==> src/rtl/ram_req_sequencer.sv <==
// ram_req_sequencer: serialises write/read commands onto a single-port RAM, honouring its two-edge read latency.
module ram_req_sequencer #(
    parameter int DATA_W = 4,
    parameter int ADDR_W = 1
) (
    input  logic              clk,
    input  logic              rst,
    input  logic              cmd_valid,
    output logic              cmd_ready,
    input  logic              cmd_we,
    input  logic [ADDR_W-1:0] cmd_addr,
    input  logic [DATA_W-1:0] cmd_wdata,
    output logic              mem_we,
    output logic [ADDR_W-1:0] mem_addr,
    output logic [DATA_W-1:0] mem_wdata,
    input  logic [DATA_W-1:0] mem_rdata,
    output logic              rsp_valid,
    input  logic              rsp_ready,
    output logic [DATA_W-1:0] rsp_data,
    output logic              wr_done
);
    typedef enum logic [2:0] {IDLE, WR, RD_A, RD_B, RD_C, RSP} state_t;

    state_t            state_q, state_d;
    logic              mem_we_q, mem_we_d;
    logic [ADDR_W-1:0] mem_addr_q, mem_addr_d;
    logic [DATA_W-1:0] mem_wdata_q, mem_wdata_d;
    logic              rsp_valid_q, rsp_valid_d;
    logic [DATA_W-1:0] rsp_data_q, rsp_data_d;
    logic              wr_done_q, wr_done_d;

    assign cmd_ready = state_q == IDLE;
    assign mem_we    = mem_we_q;
    assign mem_addr  = mem_addr_q;
    assign mem_wdata = mem_wdata_q;
    assign rsp_valid = rsp_valid_q;
    assign rsp_data  = rsp_data_q;
    assign wr_done   = wr_done_q;

    always_comb begin
        state_d     = state_q;
        mem_we_d    = 1'b0;
        mem_addr_d  = mem_addr_q;
        mem_wdata_d = mem_wdata_q;
        rsp_valid_d = rsp_valid_q;
        rsp_data_d  = rsp_data_q;
        wr_done_d   = 1'b0;
        case (state_q)
            IDLE: if (cmd_valid) begin
                mem_addr_d  = cmd_addr;
                mem_we_d    = cmd_we;
                mem_wdata_d = cmd_we ? cmd_wdata : mem_wdata_q;
                state_d     = cmd_we ? WR : RD_A;
            end
            WR: begin
                wr_done_d = 1'b1;
                state_d   = IDLE;
            end
            RD_A: state_d = RD_B;
            RD_B: state_d = RD_C;
            // RAM data is valid only after the second edge, so capture here
            RD_C: begin
                rsp_data_d  = mem_rdata;
                rsp_valid_d = 1'b1;
                state_d     = RSP;
            end
            RSP: if (rsp_ready) begin
                rsp_valid_d = 1'b0;
                state_d     = IDLE;
            end
            default: state_d = IDLE;
        endcase
    end

    always_ff @(posedge clk or posedge rst) begin
        if (rst) begin
            state_q     <= IDLE;
            mem_we_q    <= 1'b0;
            mem_addr_q  <= '0;
            mem_wdata_q <= '0;
            rsp_valid_q <= 1'b0;
            rsp_data_q  <= '0;
            wr_done_q   <= 1'b0;
        end else begin
            state_q     <= state_d;
            mem_we_q    <= mem_we_d;
            mem_addr_q  <= mem_addr_d;
            mem_wdata_q <= mem_wdata_d;
            rsp_valid_q <= rsp_valid_d;
            rsp_data_q  <= rsp_data_d;
            wr_done_q   <= wr_done_d;
        end
    end
endmodule

==> config.mk <==
export PLATFORM = sky130hd
export DESIGN_NAME = ram_req_sequencer
export DESIGN_NICKNAME = d
export VERILOG_FILES = /design/src/rtl/ram_req_sequencer.sv
export SDC_FILE = /design/constraint.sdc
export NUM_CORES = 1
export LEC_CHECK = 0
export CAP_MARGIN = 40
export CORE_MARGIN = 2
export CORE_UTILIZATION = 36
export DETAILED_ROUTE_END_ITERATION = 8
export PLACE_DENSITY = 0.81
export SETUP_SLACK_MARGIN = 0.15
export SYNTH_ARGS = -nofsm -noshare
export SYNTH_HDL_FRONTEND = slang
export SYNTH_SLANG_ARGS = --single-unit
==> constraint.sdc <==
create_clock -name clk -period 1.35 [get_ports clk]
set_input_delay 0.135 -clock clk [delete_from_list [all_inputs] [get_ports clk]]
set_output_delay 0.135 -clock clk [all_outputs]
set_load 0.005 [all_outputs]
Yosys cells after proc, flatten, opt, wreduce, memory -nomap -nowiden
Index checks and enable logic that the tools add are counted.
{"block": "word_totals", "register_bits": 15, "in_bits": 14, "wordCells": 29}
{"block": "op_classes", "n_eq_ne": 7, "n_mux": 9, "reduce_logical": 6}
{"op": "case mux 3 bit (5 select lines)", "n": 1}
{"op": "equality test 3 x 2 -> 1 bit, second input constant", "n": 2}
{"op": "equality test 3 bit, second input constant", "n": 2}
{"op": "two-way mux 3 bit", "n": 2}
{"op": "AND reduction 2 bit", "n": 3}
{"op": "two-way mux 1 bit", "n": 4}
{"op": "!= test 2 bit, second input constant", "n": 2}
{"op": "equality test 3 x 1 -> 1 bit, second input constant", "n": 1}
{"op": "logical NOT 3 bit", "n": 1}
{"op": "AND reduction 3 bit", "n": 1}
{"op": "two-way mux 2 bit", "n": 1}
{"op": "case mux 1 bit (2 select lines)", "n": 1}
{"op": "nonzero test 2 bit", "n": 1}

Logic depth before layout (Yosys ltp)
Gate-level depths: netlist (run 1).
{"block": "depth", "depth_word": 3, "mapped_depth": 3}

Least setup slack after synthesis (run 1)
OpenSTA, ideal clock, no wires.
{"block": "synth_timing", "path_kind": "reg-to-reg", "start": "register state_q[2]", "end": "register rsp_data_q[0], in the netlist rsp_data[0]", "setup_time_ns": 0.125, "t_arrival_ns": 1.124, "required_time_ns": 1.225, "path_slack_ns": 0.101, "stages_incl_launch_ff": 4, "n_path_buf": 0, "period_less_slack_ns": 1.249, "path_cell_list": "dfrtp_1 nor2b_2 and2b_4 mux2_4"}
{"block": "synth_between", "elab_chain_cells": 1}
{"element": "start, declared", "line_no": "24", "source": "state_t state_q, state_d;"}
{"element": "start signal, assigned", "line_no": "85", "source": "state_q <= state_d;"}
{"element": "equality test 3 bit", "line_no": "48", "source": "case (state_q)"}
{"element": "end signal, assigned", "line_no": "90", "source": "rsp_data_q <= rsp_data_d;"}
{"element": "end, declared", "line_no": "29", "source": "logic [DATA_W-1:0] rsp_data_q, rsp_data_d;"}
Every way passes these cells.
A chain may end at the register's enable or synchronous reset.

Worst setup path in the final report (run 1)
{"block": "layout_timing", "start": "register state_q[2]", "end": "register rsp_data_q[2], in the netlist rsp_data[2]"}
Same word-level chain as after synthesis.

==> reports/results.env, run 1 <==
POST-ROUTE-MIN-PERIOD_PS=1290
AVGVIACOUNTPERCELL=4.75
POWER.LEAKAGE_nW=0.506
FIN_SKEW_PS=2.14
DP.CELLS=90
DIE_AREA_UM2=2110
NUMCLOCKSINKS=15
SETUP_REPAIR_AFTER_GLOBAL_ROUTING_MISSED_ITS_MARGIN='true'
PLACEMENT.CELL_AREA_UM2=955
TOPROUTINGLAYERUSED='met4'
REGTOREGSETUPSLACK_PS=60
ROUTE.MET2.WL_UM=707
DRT_ITER0_DRC=6
POST_SYNTH_INSTANCE_AREA_UM2=632
WORST-ENDPOINT-REQUIRED_PS=1510
WS_PATH_TYPE='flip-flop to flip-flop'
SYNTH_NETS=57
DRT-WIRELENGTH-PER-CELL_UM=13.1
LAYOUT_COMMON_CELLS='sky130_fd_sc_hd__clkdlybuf4s50_1 (13), sky130_fd_sc_hd__dfrtp_1 (13), sky130_fd_sc_hd__dlygate4sd2_1 (12)'
IRDROPWORSTVDD_mV=1.07
CLOCK_TREE.HTREE_LEVEL_COUNT=1
FINAL_LAYOUT_SIZE_SUFFIX_GT1_SHARE_PCT=37.6
CRIT_FAMILY='flip-flops'
NETLIST-CELL-TYPE-COUNT=19
MAX_SLEW.WORST_PIN.SLEW_PS=275
CTS_TREE='yes'
FILLERINSTANCES=131
CRITICAL_PATH_DEPTH=4
CRITPATHARRIVALTIME_PS=1440
MAX-CLOCK-PATH-BUFFERS=2
DR_TOTAL_VIAS=485
TOTAL_GRT_USAGE_PCT=14.3
WORST_SETUP_PATH_STARTPOINT='state_q[2]'
AREA.SEQUENTIAL_UM2=378
SYNTH_WARNINGS=0
ANTENNA_VIOLATIONS_BEFORE_REPAIR=0
GRT_PASS1_WL_UM=2100
PWR_DENSITY_CELL_nW_PER_UM2=2100
POST-ROUTE-PERIOD-UTIL_PCT=95.2
SYNTH_AREA_PER_CELL_UM2=14.7
WORST-PATH-BUF-INV=1
HOLD_WS_PS=74.2
CRITICAL_PATH.STARTPOINT_TYPE='flip-flop'
DIEHEIGHT_UM=45.9
FINAL_MAX_SLEW_VIOL_COUNT=0
LONGEST_INDIVIDUAL_STAGE_DELAY_ON_THE_WORST_PATH_PS=440
PORT_BUFFERS=26
DIODES=0
TIMING.FMAX_MHz=778
FINAL-SETUP-VIOL-COUNT=0
ANT_NETS=0
DETAILEDPLACEMENTHPWL_UM=935
FIN_TNS_SETUP_PS=0
COREAREA_UM2=1690
POST_SYNTH_INST_COUNT=43
PATH_MAX_FANOUT=5
MAXCAPVIOLCOUNT=0
CORE.ROWCOUNT=15
MET3_WIRELENGTH_UM=53
INITIAL_CORE_UTIL_PCT=37.4
WORSTSKEWPAIRLATENCY_PS=270
POST_LAYOUT_NETS=100
GRT_START_MAX_NET_PINS=11
LAYOUTNONFILLERINSTCOUNT=102
TOTAL_POWER_AFTER_LAYOUT_W=0.00220
CRITICAL_PATH.ENDPOINT='rsp_data[2]'
REPORT.FINAL.HOLD_VIOL_COUNT=0
POSTSYNTHREGISTERBITS=15
CRITPATHCAPTURETYPE='flip-flop'
FINALWEIGHTEDCONGESTION=0.720
R2R.WORST_PATH.CELLS=4
REG2REG_FROM='state_q[2]'
WIRELENGTH_MET1_UM=556
GRT_PASS1_VIAS=489
CLK_ROOT_BUFFER_CELL='sky130_fd_sc_hd__clkbuf_4'
SYNTH-SEQ-AREA-SHARE_PCT=59.4
GRT_REMAINING_OVERFLOW=0
NUMCTSBUFFERS=3
COMBINED_AREA_OF_THE_MULTI_INPUT_LOGIC_CELLS_UM2=260
CLKTRANSATPATHREGS_PS=80
IO_PINS=27
POST-ROUTE-CELL-AREA_UM2=1050
CTSHOLDBUFFERS=0
SYN_TO_FINAL_GROWTH_PCT=65.7
SLEW_HEADROOM_PCT=81.5
HOLD_CLASS='primary input to async pin'
OUTCOME='finished clean'
TIMING.RR.END='rsp_data[2]'
DRCVIOLATIONCOUNT=0
CHIPWIDTH_UM=45.9
POSTROUTEWIRELENGTH_UM=1330
CRIT_CHAIN='buf_6, nor2b_4, and2b_4, mux2_4'
FIRSTDRTPASSITERS=4
CRIT_SLOWEST_CELL='sky130_fd_sc_hd__dfrtp_2'
[cell families after synthesis]
kind of cell / after synthesis / synth area share [%]
flops: 15 / 59.4
compound gates: 5 / 6.14
mux: 9 / 18.4
buf+inv: 3 / 1.78
simple gates: 11 / 14.3
[flip-flops by register name, indices dropped and copies added, names as in the netlist]
name	cells
mem_addr	1
mem_wdata	4
mem_we	1
rsp_data	4
rsp_valid	1
state_q	3
wr_done	1
[final cells by class]
| type | count | share of cell area, % |
|---|---|---|
| multi-input combinational | 25 | 24.9 |
| clock buffer | 4 | 2.51 |
| timing repair buffer | 38 | 33.5 |
| tap | 17 | 2.03 |
| sequential | 15 | 36.1 |
| inverter | 3 | 1.08 |
[layer usage]
| layer | global-route usage [%] | vias up |
|---|---|---|
| met4 | 5.14 | 0 |
| met5 | 0 | - |
| met1 | 16.0 | 234 |
| met2 | 25.8 | 14 |
| li1 | - | 235 |
| met3 | 3.57 | 2 |
[worst register-to-register path, cell delays in order (launching register included)]
cell and delay (ps):
sky130_fd_sc_hd__dfrtp_2 440, sky130_fd_sc_hd__buf_6 120, sky130_fd_sc_hd__nor2b_4 120, sky130_fd_sc_hd__and2b_4 200
sky130_fd_sc_hd__mux2_4 300
[worst min path at each step]
stage                     slack (ps)     endpoint  start  cells past startpoint
after global placement           360  rsp_data[1]    rst                      2
after CTS                         80  rsp_data[1]    rst                      2
final                             70  rsp_data[1]    rst                      2
after floorplan                   40     mem_addr    rst                      1
after global routing              90  rsp_data[1]    rst                      2
after detailed placement         370  rsp_data[1]    rst                      2
[per-stage QoR]
step	util (%)	setup slack (ps)
final	62.0	64.2
after global routing	62.0	16.9
after global placement	56.5	36.0
after floorplan	-	117
after detailed placement	56.5	33.0
after CTS	61.0	51.8
[synthesized netlist by cell type (all sizes together)]
library cell | n | area (um^2)
mux2 | 9 | 116
nand3 | 1 | 17.5
or2b | 1 | 7.51
a21o | 1 | 8.76
and2b | 2 | 17.5
nand2 | 3 | 11.3
a211oi | 1 | 7.51
a22o | 1 | 8.76
a21oi | 1 | 5.00
inv | 3 | 11.3
nor2b | 2 | 15.0
nor3 | 2 | 21.3
dfrtp | 15 | 375
a221oi | 1 | 8.76
[power breakdown]
part	total (W)	internal, W	switching (W)
combinational	0.00116	0.000777	0.000378
sequential	0.000800	0.000669	0.000131
clock	0.000243	0.000114	0.000129
[repair_timing]
item	4_1_cts	5_1_grt
setup endpoints to repair	22	12
gates resized for setup	17	2
pin swaps	1	1
buffers inserted	7	1
Note: power is estimated with default switching activity, not from simulation.
==> run 2, diff against run 1 <==
--- a/config.mk
+++ b/config.mk
@@ -5,12 +5,13 @@
 export SDC_FILE = /design/constraint.sdc
 export NUM_CORES = 1
 export LEC_CHECK = 0
-export CAP_MARGIN = 40
+export CAP_MARGIN = 10
 export CORE_MARGIN = 2
 export CORE_UTILIZATION = 36
 export DETAILED_ROUTE_END_ITERATION = 8
 export PLACE_DENSITY = 0.81
 export SETUP_SLACK_MARGIN = 0.15
+export SLEW_MARGIN = 20
 export SYNTH_ARGS = -nofsm -noshare
 export SYNTH_HDL_FRONTEND = slang
 export SYNTH_SLANG_ARGS = --single-unit
==> constraint.sdc (replaced) <==
create_clock -name clk -period 1.35 [get_ports clk]
set_input_delay 0.27 -clock clk [delete_from_list [all_inputs] [get_ports clk]]
set_output_delay 0.27 -clock clk [all_outputs]
set_load 0.005 [all_outputs]
==> reports/results.env, run 2 (synthesized netlist as in run 1, its figures left out) <==
GRT_PASS1_WL_UM=1870  # -11%
DR_TOTAL_VIAS=492  # +1.4%
CHIPWIDTH_UM=45.9  # unchanged
COREAREA_UM2=1690  # unchanged
SYN_TO_FINAL_GROWTH_PCT=75.0
MAXCAPVIOLCOUNT=0  # unchanged
LAYOUT_COMMON_CELLS='sky130_fd_sc_hd__clkdlybuf4s50_1 (13), sky130_fd_sc_hd__dfrtp_1 (13), sky130_fd_sc_hd__buf_4 (12)'
NUMCLOCKSINKS=15  # unchanged
OUTCOME='finished clean'
PATH_MAX_FANOUT=5  # unchanged
CRITPATHCAPTURETYPE='flip-flop'
AVGVIACOUNTPERCELL=4.60  # -3.3%
DIE_AREA_UM2=2110  # unchanged
MAX_SLEW.WORST_PIN.SLEW_PS=275  # +0.0863 ps
CRITICAL_PATH.STARTPOINT_TYPE='flip-flop'
HOLD_WS_PS=292  # +218 ps
POWER.LEAKAGE_nW=0.533  # +5.4%
POST_LAYOUT_NETS=105  # +5.0%
POSTROUTEWIRELENGTH_UM=1320  # -1.2%
DRT_ITER0_DRC=3  # -3
HOLD_CLASS='primary input to async pin'
MAX-CLOCK-PATH-BUFFERS=2  # unchanged
FIN_SKEW_PS=3.90  # +1.76 ps
POST-ROUTE-PERIOD-UTIL_PCT=98.1  # +2.8 points
FINAL-SETUP-VIOL-COUNT=0  # unchanged
SLEW_HEADROOM_PCT=81.6  # +0.11 points
TOTAL_POWER_AFTER_LAYOUT_W=0.00229  # +4.4%
POST-ROUTE-MIN-PERIOD_PS=1320  # +38.1 ps
REPORT.FINAL.HOLD_VIOL_COUNT=0  # unchanged
WORST-ENDPOINT-REQUIRED_PS=1510  # about the same
DRCVIOLATIONCOUNT=0  # unchanged
TOTAL_GRT_USAGE_PCT=12.9  # -1.4 points
SETUP_REPAIR_AFTER_GLOBAL_ROUTING_MISSED_ITS_MARGIN='true'
FINALWEIGHTEDCONGESTION=0.722  # +0.35%
PRECTSSETUPSLACK_PS=-105  # -138 ps
IO_PINS=27  # unchanged
WORSTSKEWPAIRLATENCY_PS=270  # about the same
SMALLEST_SETUP_SLACK_AFTER_LAYOUT_PS=26.0  # -38.1 ps
CLKTRANSATPATHREGS_PS=80  # about the same
FINAL_LAYOUT_SIZE_SUFFIX_GT1_SHARE_PCT=42.2  # +4.6 points
NUMCTSBUFFERS=3  # unchanged
DIEHEIGHT_UM=45.9  # unchanged
DETAILEDPLACEMENTHPWL_UM=890  # -4.8%
CLOCK_TREE.HTREE_LEVEL_COUNT=1  # unchanged
DIODES=0  # unchanged
WS_PATH_TYPE='flip-flop to flip-flop'
FINAL_MAX_SLEW_VIOL_COUNT=0  # unchanged
FIRSTDRTPASSITERS=2  # -2
TIMING.FMAX_MHz=755  # -2.9%
PORT_BUFFERS=26  # unchanged
GRT_PASS1_VIAS=462  # -5.5%
CLK_ROOT_BUFFER_CELL='sky130_fd_sc_hd__clkbuf_4'
CRITPATHARRIVALTIME_PS=1490  # +50 ps
CTS_TREE='yes'
GRT_REMAINING_OVERFLOW=0  # unchanged
DRT-WIRELENGTH-PER-CELL_UM=12.3  # -5.8%
GRT_START_MAX_NET_PINS=16  # +5
CORE.ROWCOUNT=15  # unchanged
ANTENNA_VIOLATIONS_BEFORE_REPAIR=0  # unchanged
FIN_TNS_SETUP_PS=0  # unchanged
ANT_NETS=0  # unchanged
INITIAL_CORE_UTIL_PCT=37.4  # unchanged
PWR_DENSITY_CELL_nW_PER_UM2=2070  # -1.2%
IRDROPWORSTVDD_mV=1.23  # +16%
## run 2: worst max-delay path, cell delays in order, from the launching register on
cell and delay [ps]:
sky130_fd_sc_hd__dfrtp_2 440, sky130_fd_sc_hd__buf_6 140, sky130_fd_sc_hd__nor2b_4 120, sky130_fd_sc_hd__and2b_4 210, sky130_fd_sc_hd__mux2_4 310
## run 2: what timing repair did
item / in CTS / in global routing
setup buffers: 3 / 6
endpoints found under the setup margin: 21 / 23
hold buffers: 0 / 0
resized for setup: 21 / 16
pin swaps: 1 / 0
## run 2: final timing paths
path,startpoint,endpoint,slack (ps),cells past startpoint
setup / recovery,state_q[1],rsp_data[3],30,4
hold / removal,rst,rsp_data[1],290,3
setup reg to reg,state_q[1],rsp_data[3],30,4
hold reg to reg,rsp_valid,rsp_valid,490,1
max in group asynchronous,rst,state_q[1],870,3
min in group clk,rsp_valid,rsp_valid,490,1
## run 2: per-layer routing
| layer | wire (um) | global-route usage [%] | vias to the layer above |
|---|---|---|---|
| li1 | - | - | 243 |
| met1 | 582 | 16.5 | 233 |
| met2 | 674 | 19.7 | 14 |
| met3 | 43 | 3.57 | 2 |
| met4 | 18 | 6.86 | 0 |
| met5 | 0 | 0 | - |
## run 2: through the flow
stage	std cells	utilization (%)	instance area (um^2)
finish	107	65.5	1110
global route	107	65.5	1110
CTS	101	61.1	1030
detailed placement	94	58.3	985
global placement	94	58.3	985
floorplan	43	-	643
## run 2: area by class of cell
type / count / area [um^2]
multi-input combinational: 25 / 269
fill: 123 / 583
timing repair buffer: 43 / 400
inverter: 3 / 11.3
clock buffer: 4 / 26.3
tap: 17 / 21.3
sequential: 15 / 378
## run 2: power by group
group / internal, W / total (W) / switching (W)
Sequential: 0.000669 / 0.000795 / 0.000126
Combinational: 0.000867 / 0.00126 / 0.000390
Clock: 0.000114 / 0.000243 / 0.000128
Total: 0.00165 / 0.00229 / 0.000643
